**src/rtl/heroe_pkg.sv**
```systemverilog
// Shared types and constants for the board-input blocks and the game FSM.
package heroe_pkg;

   typedef enum logic [1:0] {
      SCAN     = 2'd0,
      DEBOUNCE = 2'd1,
      PRESSED  = 2'd2,
      RELEASE  = 2'd3
   } scan_state_t;

   // Key codes are {row[1:0], col[1:0]}.
   localparam logic [3:0] KEY_UP    = 4'b0001;
   localparam logic [3:0] KEY_DOWN  = 4'b1001;
   localparam logic [3:0] KEY_SEL   = 4'b0101;
   localparam logic [3:0] KEY_PAUSE = 4'b0011;

   // Index of the lowest active-low row; the lowest index wins on multiple hits.
   function automatic logic [1:0] low_row_idx(input logic [3:0] rows);
      logic [1:0] idx;
      idx = '0;
      for (int unsigned i = 0; i < 4; i++) begin
         if (!rows[3 - i]) idx = 2'(3 - i);
      end
      return idx;
   endfunction

   // Active-low one-cold column drive for a column index.
   function automatic logic [3:0] col_drive(input logic [1:0] idx);
      return ~(4'b0001 << idx);
   endfunction

endpackage

```
**src/rtl/sync2.sv**
```systemverilog
// Generic two-flop synchroniser with asynchronous active-high reset.
module sync2 #(
   parameter int                WIDTH   = 1,
   parameter logic [WIDTH-1:0]  RST_VAL = '0
) (
   input  logic             clk,
   input  logic             rst,
   input  logic [WIDTH-1:0] d,
   output logic [WIDTH-1:0] q
);

   logic [WIDTH-1:0] meta;

   // Two-stage capture of an asynchronous input.
   always_ff @(posedge clk or posedge rst) begin
      if (rst) begin
         meta <= RST_VAL;
         q    <= RST_VAL;
      end else begin
         meta <= d;
         q    <= meta;
      end
   end

endmodule

```
**src/rtl/keypad_scanner.sv**
```systemverilog
// 4x4 matrix keypad scanner: column drive, row synchronisation, debounce and
// one-pulse-per-press reporting.
module keypad_scanner
   import heroe_pkg::*;
#(
   parameter int SCAN_DIV       = 1350,
   parameter int DEBOUNCE_SCANS = 4
) (
   input  logic       clk,
   input  logic       rst,
   input  logic [3:0] row_in,
   output logic [3:0] col_sel,
   output logic [3:0] key_code,
   output logic       key_valid,
   output logic       key_held
);

   localparam int DIV_W = $clog2(SCAN_DIV);
   localparam int CNT_W = $clog2(DEBOUNCE_SCANS + 1);
   localparam logic [DIV_W-1:0] DIV_LAST = DIV_W'(SCAN_DIV - 1);
   localparam logic [CNT_W-1:0] CNT_MAX  = CNT_W'(DEBOUNCE_SCANS);
   localparam logic [CNT_W-1:0] CNT_ONE  = CNT_W'(1);

   logic [3:0]       row_s;
   logic [DIV_W-1:0] div;
   logic             tick;
   logic             hit;
   logic [3:0]       code;

   scan_state_t      state, state_nx;
   logic [CNT_W-1:0] cnt, cnt_nx;
   logic [3:0]       cand, cand_nx;
   logic [1:0]       col_idx, col_idx_nx;
   logic [3:0]       key_code_nx;
   logic             key_valid_nx;
   logic             key_held_nx;

   sync2 #(
      .WIDTH   (4),
      .RST_VAL (4'hF)
   ) u_row_sync (
      .clk (clk),
      .rst (rst),
      .d   (row_in),
      .q   (row_s)
   );

   // Column-slot divider; tick marks the last clock of each slot.
   always_ff @(posedge clk or posedge rst) begin
      if (rst)               div <= '0;
      else if (div == DIV_LAST) div <= '0;
      else                   div <= div + 1'b1;
   end

   assign tick    = (div == DIV_LAST);
   assign hit     = ~&row_s;
   assign code    = {low_row_idx(row_s), col_idx};
   assign col_sel = col_drive(col_idx);

   // State and output registers.
   always_ff @(posedge clk or posedge rst) begin
      if (rst) begin
         state     <= SCAN;
         cnt       <= '0;
         cand      <= '0;
         col_idx   <= '0;
         key_code  <= '0;
         key_valid <= 1'b0;
         key_held  <= 1'b0;
      end else begin
         state     <= state_nx;
         cnt       <= cnt_nx;
         cand      <= cand_nx;
         col_idx   <= col_idx_nx;
         key_code  <= key_code_nx;
         key_valid <= key_valid_nx;
         key_held  <= key_held_nx;
      end
   end

   // Next-state logic: acts only on scan ticks; column frozen outside SCAN.
   always_comb begin
      state_nx     = state;
      cnt_nx       = cnt;
      cand_nx      = cand;
      col_idx_nx   = col_idx;
      key_code_nx  = key_code;
      key_valid_nx = 1'b0;
      key_held_nx  = key_held;
      if (tick) begin
         unique case (state)
            SCAN: begin
               if (hit) begin
                  state_nx = DEBOUNCE;
                  cnt_nx   = CNT_ONE;
                  cand_nx  = code;
               end else begin
                  col_idx_nx = col_idx + 2'd1;
               end
            end
            DEBOUNCE: begin
               if (hit && (code == cand)) begin
                  if (cnt >= CNT_MAX) begin
                     key_code_nx  = cand;
                     key_valid_nx = 1'b1;
                     key_held_nx  = 1'b1;
                     state_nx     = PRESSED;
                     cnt_nx       = '0;
                  end else begin
                     cnt_nx = cnt + 1'b1;
                  end
               end else begin
                  state_nx   = SCAN;
                  col_idx_nx = col_idx + 2'd1;
               end
            end
            PRESSED: begin
               if (!hit) begin
                  state_nx = RELEASE;
                  cnt_nx   = CNT_ONE;
               end
            end
            RELEASE: begin
               if (!hit) begin
                  if (cnt >= CNT_MAX) begin
                     key_held_nx = 1'b0;
                     state_nx    = SCAN;
                     col_idx_nx  = col_idx + 2'd1;
                     cnt_nx      = '0;
                  end else begin
                     cnt_nx = cnt + 1'b1;
                  end
               end else begin
                  state_nx = PRESSED;
                  cnt_nx   = '0;
               end
            end
            default: state_nx = SCAN;
         endcase
      end
   end

endmodule

```
**config.mk**
```make
export PLATFORM = sky130hd
export DESIGN_NAME = keypad_scanner
export DESIGN_NICKNAME = d
export VERILOG_FILES = /design/src/rtl/heroe_pkg.sv /design/src/rtl/sync2.sv /design/src/rtl/keypad_scanner.sv
export SDC_FILE = /design/constraint.sdc
export NUM_CORES = 1
export LEC_CHECK = 0
export CAP_MARGIN = 30
export CORE_MARGIN = 3
export CORE_UTILIZATION = 50
export CTS_CLUSTER_SIZE = 12
export DETAILED_ROUTE_END_ITERATION = 16
export PLACE_DENSITY_LB_ADDON = 0.25
export SYNTH_ARGS = -nofsm -noshare
export SYNTH_HDL_FRONTEND = slang
export SYNTH_SLANG_ARGS = --single-unit
```
**constraint.sdc**
```tcl
create_clock -name clk -period 2.5 [get_ports clk]
set_clock_uncertainty 0.1 [all_clocks]
set_input_delay 0.75 -clock clk [delete_from_list [all_inputs] [get_ports clk]]
set_output_delay 0.75 -clock clk [all_outputs]
set_load 0.01 [all_outputs]
```
After elaboration in Yosys (flattened, before gate mapping):

Index checks and enable logic that the tools add are counted.

* register bits after elaboration: 36
* input port bits: 6
* word-level logic and storage cells: 76

* add/sub/neg operators: 3
* order comparisons: 1
* eq/ne operators: 15
* shift-type cells: 1
* muxes and demuxes: 32
* bitwise logic cells: 2
* reductions and logical operators: 12

Operators with widths (number)
* 2-bit 2-to-1 mux: 14
* 2-bit != test, second input constant: 8
* 3-bit 2-to-1 mux: 5
* 3-bit case mux with 4 select lines: 1
* 4-bit AND reduction: 3
* 6-bit AND reduction: 2
* 11-bit by 1-bit adder with 11-bit output, second input constant: 1
* 11-bit == test, second input constant: 1
* 11-bit 2-to-1 mux: 1
* 1-bit 2-to-1 mux: 8
* 2-bit case mux with 4 select lines: 1
* 3-bit != test, second input constant: 2
* 2-bit case mux with 3 select lines: 1
* 5-bit AND reduction: 1
* 2-bit == test, second input constant: 2
* 4-bit == test: 1
* 4-bit NOT: 1
* 1-bit by 2-bit left shift with 4-bit output, first input constant: 1
* 3-bit by 1-bit adder with 3-bit output, second input constant: 1
* 3-bit >= comparator, second input constant: 1
* 3-bit AND reduction: 1
* 3-bit nonzero test: 1
* 2-bit by 1-bit adder with 2-bit output, second input constant: 1
* 2-bit by 1-bit == test with 1-bit output, second input constant: 1
* other kinds (6): 6

Longest topological paths before layout:

Gate-level depths: netlist of run 1.

* word-level depth: 9
* gate-level depth with buffers: 9
* mapped depth without buffers: 7

Hierarchy:

From an unflattened synthesis of run 1, not the netlist that was laid out.

* cell total of the unflattened synthesis: 147
* area, all modules: 1651.6 um2

Modules (own cells, without submodules)
* keypad_scanner: times used 1, cells each 138, area each 1437.6 um2, sequential area each 700.7 um2
* sync2: times used 1, cells each 9, area each 214.0 um2, sequential area each 210.2 um2

Worst setup path before layout of run 1:

No wires, ideal clock.

* path kind: reg-to-reg
* from: reg u_row_sync.q[3]
* to: reg col_idx[1]
* setup time: 127 ps
* data arrival time: 1711 ps
* setup slack: 562 ps
* stages on the path, launching flop included: 6
* path buffers: 0
* period minus slack after synthesis: 1938 ps
* cell sequence: dfstp_2 -> and3b_1 -> o221a_2 -> a22oi_4 -> o221a_2 -> mux2_1

* longest elaborated chain between the ends: 8

Ends and longest elaborated chain
* start, declared: RTL line sync2.sv:9 `output logic [WIDTH-1:0] q`
* start signal, assigned: RTL line sync2.sv:21 `q <= meta;`
* 2-bit 2-to-1 mux (4 in series): RTL line heroe_pkg.sv:22 `if (!rows[3 - i]) idx = 2'(3 - i);`
* 4-bit == test: RTL line keypad_scanner.sv:102 `if (hit && (code == cand)) begin`
* 1-bit logical AND: RTL line keypad_scanner.sv:102
* 2-bit != test (no line)
* 6-bit AND reduction (no line) (*)
* end signal, assigned: RTL line keypad_scanner.sv:74 `col_idx <= col_idx_nx;`
* end, declared: RTL line keypad_scanner.sv:33 `logic [1:0] col_idx, col_idx_nx;`

Every way passes the cells marked *; elsewhere a longest branch is shown, timed or not.
A chain may end at the register's enable or synchronous reset.

Worst setup path after layout of run 1:

* from: reg col_idx[1]
* to: out col_sel[1]

* longest elaborated chain between the ends: 2

Ends and longest elaborated chain
* 1-bit by 2-bit left shift with 4-bit output: RTL line heroe_pkg.sv:29 `return ~(4'b0001 << idx);`
* 4-bit NOT: RTL line heroe_pkg.sv:29
* end, declared: RTL line keypad_scanner.sv:12 `output logic [3:0] col_sel,`

Every way passes these cells.

==> flow_summary.ini, run 1 <==
[critical_path]
worst-setup-path-type = flip-flop to primary output
regToRegSetupSlack_ns = 0.22
slowest_stage = clkdlybuf4s50_1
r2r_start = col_idx[1]$_DFFE_PP0P_
cp_max_fo = 6
startpoint = col_idx[1]$_DFFE_PP0P_
critical-path-max-stage-delay_ns = 0.52
crit_arrival_ns = 1.58
cp_cell_sequence = inv_1 -> ha_1 -> inv_1 -> clkdlybuf4s50_1
setup.worst_path.end_class = primary output
cpMostUsedCell = inv_1
critPathRequiredTime_ns = 1.65
setup.worst_path.start_class = flip-flop

[sta]
totalNegativeSetupSlack_ns = 0
final_count_of_negative_setup_slack_endpoints = 0
max_slew.worst_pin.slew_ns = 0.465
finalHoldViolCount = 0
fmax_ghz = 0.412
fin_crit_ns = 2.43
post-route-worst-setup-slack_ns = 0.0739
timing.hold.ws_ns = 0.259
slew_viol_final = 0
min_period_over_period_pct = 97.0
timing.max_slew.rel_slack_pct = 68.7

[die]
io_pins = 16
floorplan.rows = 21
floorplan.core_area_mm2 = 0.00339
chipHeight_um = 65.7
full_die_area_mm2 = 0.00431
initial_utilization_pct = 52.5
die_w_um = 65.7

[power]
total_leakage_power_uw = 0.000969
vdd.ir_drop.worst_mv = 0.318
power_per_unit_of_standard_cell_area_mw_per_mm2 = 475

[placement]
dp_worst_setup_slack_ns = 0.131
placed_area_mm2 = 0.00197
place.detailed.hpwl_um = 2240
dp_cells = 216
numPortBuffers = 15
gpl.final_weighted_congestion = 0.855

[global_routing]
global_route_wire_length_before_repair_um = 5290
grt_util_met2_pct = 27.8
grt-ovfl-total = 0
grt_start_max_net_pins = 37
grt_use_met1_pct = 19.1
grt.busiest_layer = met2
initial_antenna_violation_count = 0
grt_pass1_vias = 1204
met3_resource_use_gr_pct = 4.62
grt_use_total_pct = 16.3

[yosys]
mappedNetlistArea_mm2 = 0.00178
ys.flop_type = dfrtp_1
postSynth.asyncResetShare_pct = 100
top_cells_by_area_synth = dfrtp_1 (39%), dfstp_2 (12%), ha_1 (5.6%)
synth.net_count = 172
yosysUniqueCellTypes = 43
synth_seq_cells = 36
yosys.area.top_type_share_pct = 39.4
syn_inst = 158
yosysWarnings = 0
seq_area_frac_synth_pct = 51.2
synth_edf_count = 0
yosys-top-cells-count = dfrtp_1 (28), nor2_1 (17), inv_1 (15)
yosys.cell_count.top_type = dfrtp_1
yosysTopAreaCell = dfrtp_1
synth.avg_cell_area_um2 = 11.3

[clock_network]
clkTransAtPathRegs_ns = 0.12
cts_num_sinks = 36
cts-buffers-inserted = 5
cts-root-to-sink-buffers = 2
cts_root_buf = clkbuf_4
tritoncts = done
hold_buffers = 0
clock_insertion_delay_worst_skew_ns = 0.34
ctsHtreeMaxLevel = 2

[detailed_routing]
vias_per_cell = 5.36
drt-initial-drc-count = 41
remaining_drc_errors = 0
wl_per_cell_um = 13.3
dr.pass1.iters = 4
via_count = 1216
ant_nets = 0
routed_wirelength_um = 3030

[final_layout]
post_route_cell_area_mm2 = 0.00207
antenna_diode_count = 0
drive_gt1_share_pct = 21.0
nets = 194
layout.cells.non_filler = 227
flow.area_growth_from_synthesis_pct = 16.0

[worst_hold_path]
min_path_type = flip-flop to flip-flop
start_point_of_the_worst_hold_path = u_row_sync.meta[2]$_DFF_PP1_

[status]
outcome = complete, no violations

[job]
max_cap_viol_count = 0
[flip-flops by register name (all words and copies together) (netlist names)]
register	flops
key_code	4
key_held	1
u_row_sync.q	4
state	2
u_row_sync.meta	4
cand	4
key_valid	1
cnt	3
col_idx	2
div	11
[where the power goes]
| part | internal, uW | total (uW) | switching [uW] |
|---|---|---|---|
| sequential | 594 | 600 | 6.25 |
| combinational | 12.5 | 29.5 | 17.1 |
| clock | 166 | 351 | 185 |
[area by class of cell]
| class | count | area [um^2] |
|---|---|---|
| fillers | 267 | 1320 |
| flip-flops and latches | 36 | 913 |
| multi-input cells | 103 | 785 |
| repair buffers | 19 | 185 |
| clock buffers | 8 | 68.8 |
| well taps | 46 | 57.6 |
| inverters | 15 | 56.3 |
[metrics by stage]
stage	utilization (%)	power [uW]
global placement	58.0	640
CTS	60.3	993
floorplan	-	626
detailed placement	58.0	642
finish	60.9	981
global route	60.9	1020
[cell families after synthesis]
family	Yosys count	synth area share, %
xor gates and xnor gates	13	6.39
adders and majority gates	8	5.62
and+or+nand+nor	52	17.9
DFF	36	51.2
AOI/OAI and AO/OA	22	9.07
muxes	8	4.99
buffers and inverters	19	4.85
[worst max-delay path, delay by kind of cell (launching register included)]
| family | cells | cell delay (ns) |
|---|---|---|
| buf+inv | 3 | 0.63 |
| fa+ha+maj | 1 | 0.17 |
| flops | 1 | 0.43 |
[metal layers]
metal	vias up	wire [um]
met2	26	1590
met1	604	1270
met3	4	128
met5	-	0
li1	582	-
met4	0	35
[layout by cell type (no fill, tap or decap), types with 2 or more instances in the layout]
cell type / instances
dfrtp_1: 26
nor2_1: 17
inv_1: 15
clkdlybuf4s50_1: 13
nand2_1: 8
nand3_1: 8
ha_1: 8
dfstp_2: 8
xnor2_1: 7
xor2_1: 6
mux2_2: 6
o21ai_0: 5
clkbuf_4: 5
a21oi_1: 4
buf_4: 4
nor3_1: 2
o221a_2: 2
and4bb_2: 2
o21a_1: 2
nand4b_1: 2
o31ai_1: 2
clkbuf_8: 2
dfrtp_2: 2
dlymetal6s2s_1: 2
[repair_timing]
action,4_1_cts,5_1_grt
hold endpoints to repair,0,0
pin swaps,0,0
endpoints found under the setup margin,3,6
resized for setup,2,3
buffers inserted,1,2
[final timing paths]
path                                           endpoint  cells past startpoint
hold reg to reg               u_row_sync.q[2]$_DFF_PP1_                      0
min in group asynchronous       key_code[0]$_DFFE_PP0P_                      3
setup reg to reg                key_code[3]$_DFFE_PP0P_                      7
setup / recovery                             col_sel[1]                      4
max in group asynchronous  u_row_sync.meta[3]$_DFF_PP1_                      3
hold / removal                u_row_sync.q[2]$_DFF_PP1_                      0
Note: power is estimated with default switching activity, not from simulation.
==> inputs of run 2 (changes only) <==
CORE_UTILIZATION = 56   (was 50)
REMOVE_ABC_BUFFERS = 1   (was not set)
SLEW_MARGIN = 15   (was not set)
==> flow_summary.ini, run 2 (synthesis results as in run 1) <==
[detailed_routing]
dr.pass1.iters = 4
ant_nets = 0
remaining_drc_errors = 0
routed_wirelength_um = 3060
drt-initial-drc-count = 71
via_count = 1217
wl_per_cell_um = 13.8
vias_per_cell = 5.48

[global_routing]
grt_start_max_net_pins = 37
grt_pass1_vias = 1263
global_route_wire_length_before_repair_um = 5620
grt-ovfl-total = 0
initial_antenna_violation_count = 0
grt_use_total_pct = 18.4

[final_layout]
regMostFlops = div
antenna_diode_count = 0
nets = 193
post_route_cell_area_mm2 = 0.00206
multiInputGateArea_um2 = 785
largest_register_ff_count = 11
nFillCells = 227
ff_latch_area_um2 = 913
final_cell_mix = dfrtp_1 (26), nor2_1 (17), inv_1 (15), clkdlybuf4s50_1 (13)
drive_gt1_share_pct = 21.1
mostFrequentLayoutCell = dfrtp_1
flow.area_growth_from_synthesis_pct = 15.7

[power]
swShare_pct = 22.0
power.switching_uw = 230
internal_power_uw = 815
power.combinational.fraction_pct = 2.8
power_per_unit_of_standard_cell_area_mw_per_mm2 = 507
vdd.ir_drop.worst_mv = 0.562
clockPowerShare_pct = 39.8
total_leakage_power_uw = 0.000952
seq_power_share_pct = 57.4

[sta]
rsz_0062_raised_after_global_routing = false
final_count_of_negative_setup_slack_endpoints = 0
max_slew.worst_pin.slew_ns = 0.504
fin_crit_ns = 2.42
finalHoldViolCount = 0
post-route-worst-setup-slack_ns = 0.0783
totalNegativeSetupSlack_ns = 0
min_period_over_period_pct = 96.9
slew_viol_final = 0
timing.max_slew.rel_slack_pct = 66.2
fmax_ghz = 0.413

[clock_network]
cts_num_sinks = 36
cts-root-to-sink-buffers = 2
ctsHtreeMaxLevel = 2
clock_insertion_delay_worst_skew_ns = 0.35
cts-buffers-inserted = 5
clkTransAtPathRegs_ns = 0.12
tritoncts = done
hold_buffers = 0
cts_root_buf = clkbuf_4

[die]
full_die_area_mm2 = 0.00389
io_pins = 16
chipHeight_um = 62.4
initial_utilization_pct = 61.4
floorplan.rows = 19
die_w_um = 62.4
floorplan.core_area_mm2 = 0.00290

[status]
outcome = complete, no violations

[critical_path]
setup.worst_path.end_class = primary output
crit_arrival_ns = 1.57
setup.worst_path.start_class = flip-flop
r2r_start = div[1]$_DFF_PP0_
worst-setup-path-type = flip-flop to primary output
regToRegSetupSlack_ns = 0.30
critPathRequiredTime_ns = 1.65
cp_max_fo = 4
reg2reg_depth = 7
worst_flop_to_flop_path_endpoint = cand[0]$_DFFE_PP0P_

[worst_hold_path]
start_point_of_the_worst_hold_path = u_row_sync.meta[0]$_DFF_PP1_
min_path_type = flip-flop to flip-flop
count_of_cells_along_the_worst_hold_path = 0
holdPathEnd = u_row_sync.q[0]$_DFF_PP1_

[placement]
dp_worst_setup_slack_ns = 0.127
numPortBuffers = 15
placed_area_mm2 = 0.00196
place.detailed.hpwl_um = 2130
gpl.final_weighted_congestion = 0.828

[job]
max_cap_viol_count = 0
## run 2: area by class of cell
class	count	area share [%]
well taps	42	2.55
inverters	15	2.73
clock buffers	5	1.82
repair buffers	18	8.44
multi-input cells	103	38.1
clock inverters	3	2.06
flip-flops and latches	36	44.3
## run 2: power groups by stage
stage / Clock, uW / Combinational, uW / Sequential [uW]
after floorplan: 0 / 17.0 / 609
final: 416 / 28.9 / 600
after global routing: 451 / 33.1 / 601
after CTS: 426 / 30.1 / 600
after global placement: 0 / 29.5 / 610
after detailed placement: 0 / 30.1 / 610
## run 2: what timing repair did
item	4_1_cts	5_1_grt
buffers inserted	1	1
endpoints found under the hold margin	0	0
resized for setup	3	2
pin swaps	0	0
setup endpoints to repair	3	5
## run 2: how the worst max path moves through the flow
| stage | end | startpoint | depth (start not counted) | slack [ns] |
|---|---|---|---|---|
| 3_3_place_gp | cand[1]$_DFFE_PP0P_ | div[1]$_DFF_PP0_ | 7 | 0.23 |
| 3_5_place_dp | cand[0]$_DFFE_PP0P_ | div[1]$_DFF_PP0_ | 7 | 0.13 |
| 6_report | col_sel[1] | col_idx[0]$_DFFE_PP0P_ | 3 | 0.08 |
| 4_1_cts | col_sel[1] | col_idx[1]$_DFFE_PP0P_ | 4 | 0.006 |
| 5_1_grt | col_sel[1] | col_idx[1]$_DFFE_PP0P_ | 4 | 0.007 |
| 2_1_floorplan | cand[0]$_DFFE_PP0P_ | div[1]$_DFF_PP0_ | 7 | 0.40 |
## run 2: layer usage
metal / vias to the layer above / global-route usage, % / routed length (um)
met4: 0 / 11.3 / 94
li1: 582 / - / -
met1: 598 / 22.7 / 1400
met3: 9 / 4.86 / 129
met2: 28 / 29.0 / 1440
met5: - / 0 / 0
## run 2: metrics by stage
stage / util, % / power, uW / hold WS (ns) / instances
floorplan: - / 626 / 0.245 / 154
global placement: 67.6 / 639 / 0.246 / 212
detailed placement: 67.6 / 640 / 0.248 / 212
CTS: 70.7 / 1060 / 0.265 / 221
global route: 71.1 / 1080 / 0.268 / 222
finish: 71.1 / 1040 / 0.263 / 222
## run 2: critical path: stages, from the launching register on
cell and delay [ns]:
dfrtp_2 0.45, ha_1 0.20, inv_1 0.05, clkdlybuf4s50_1 0.52
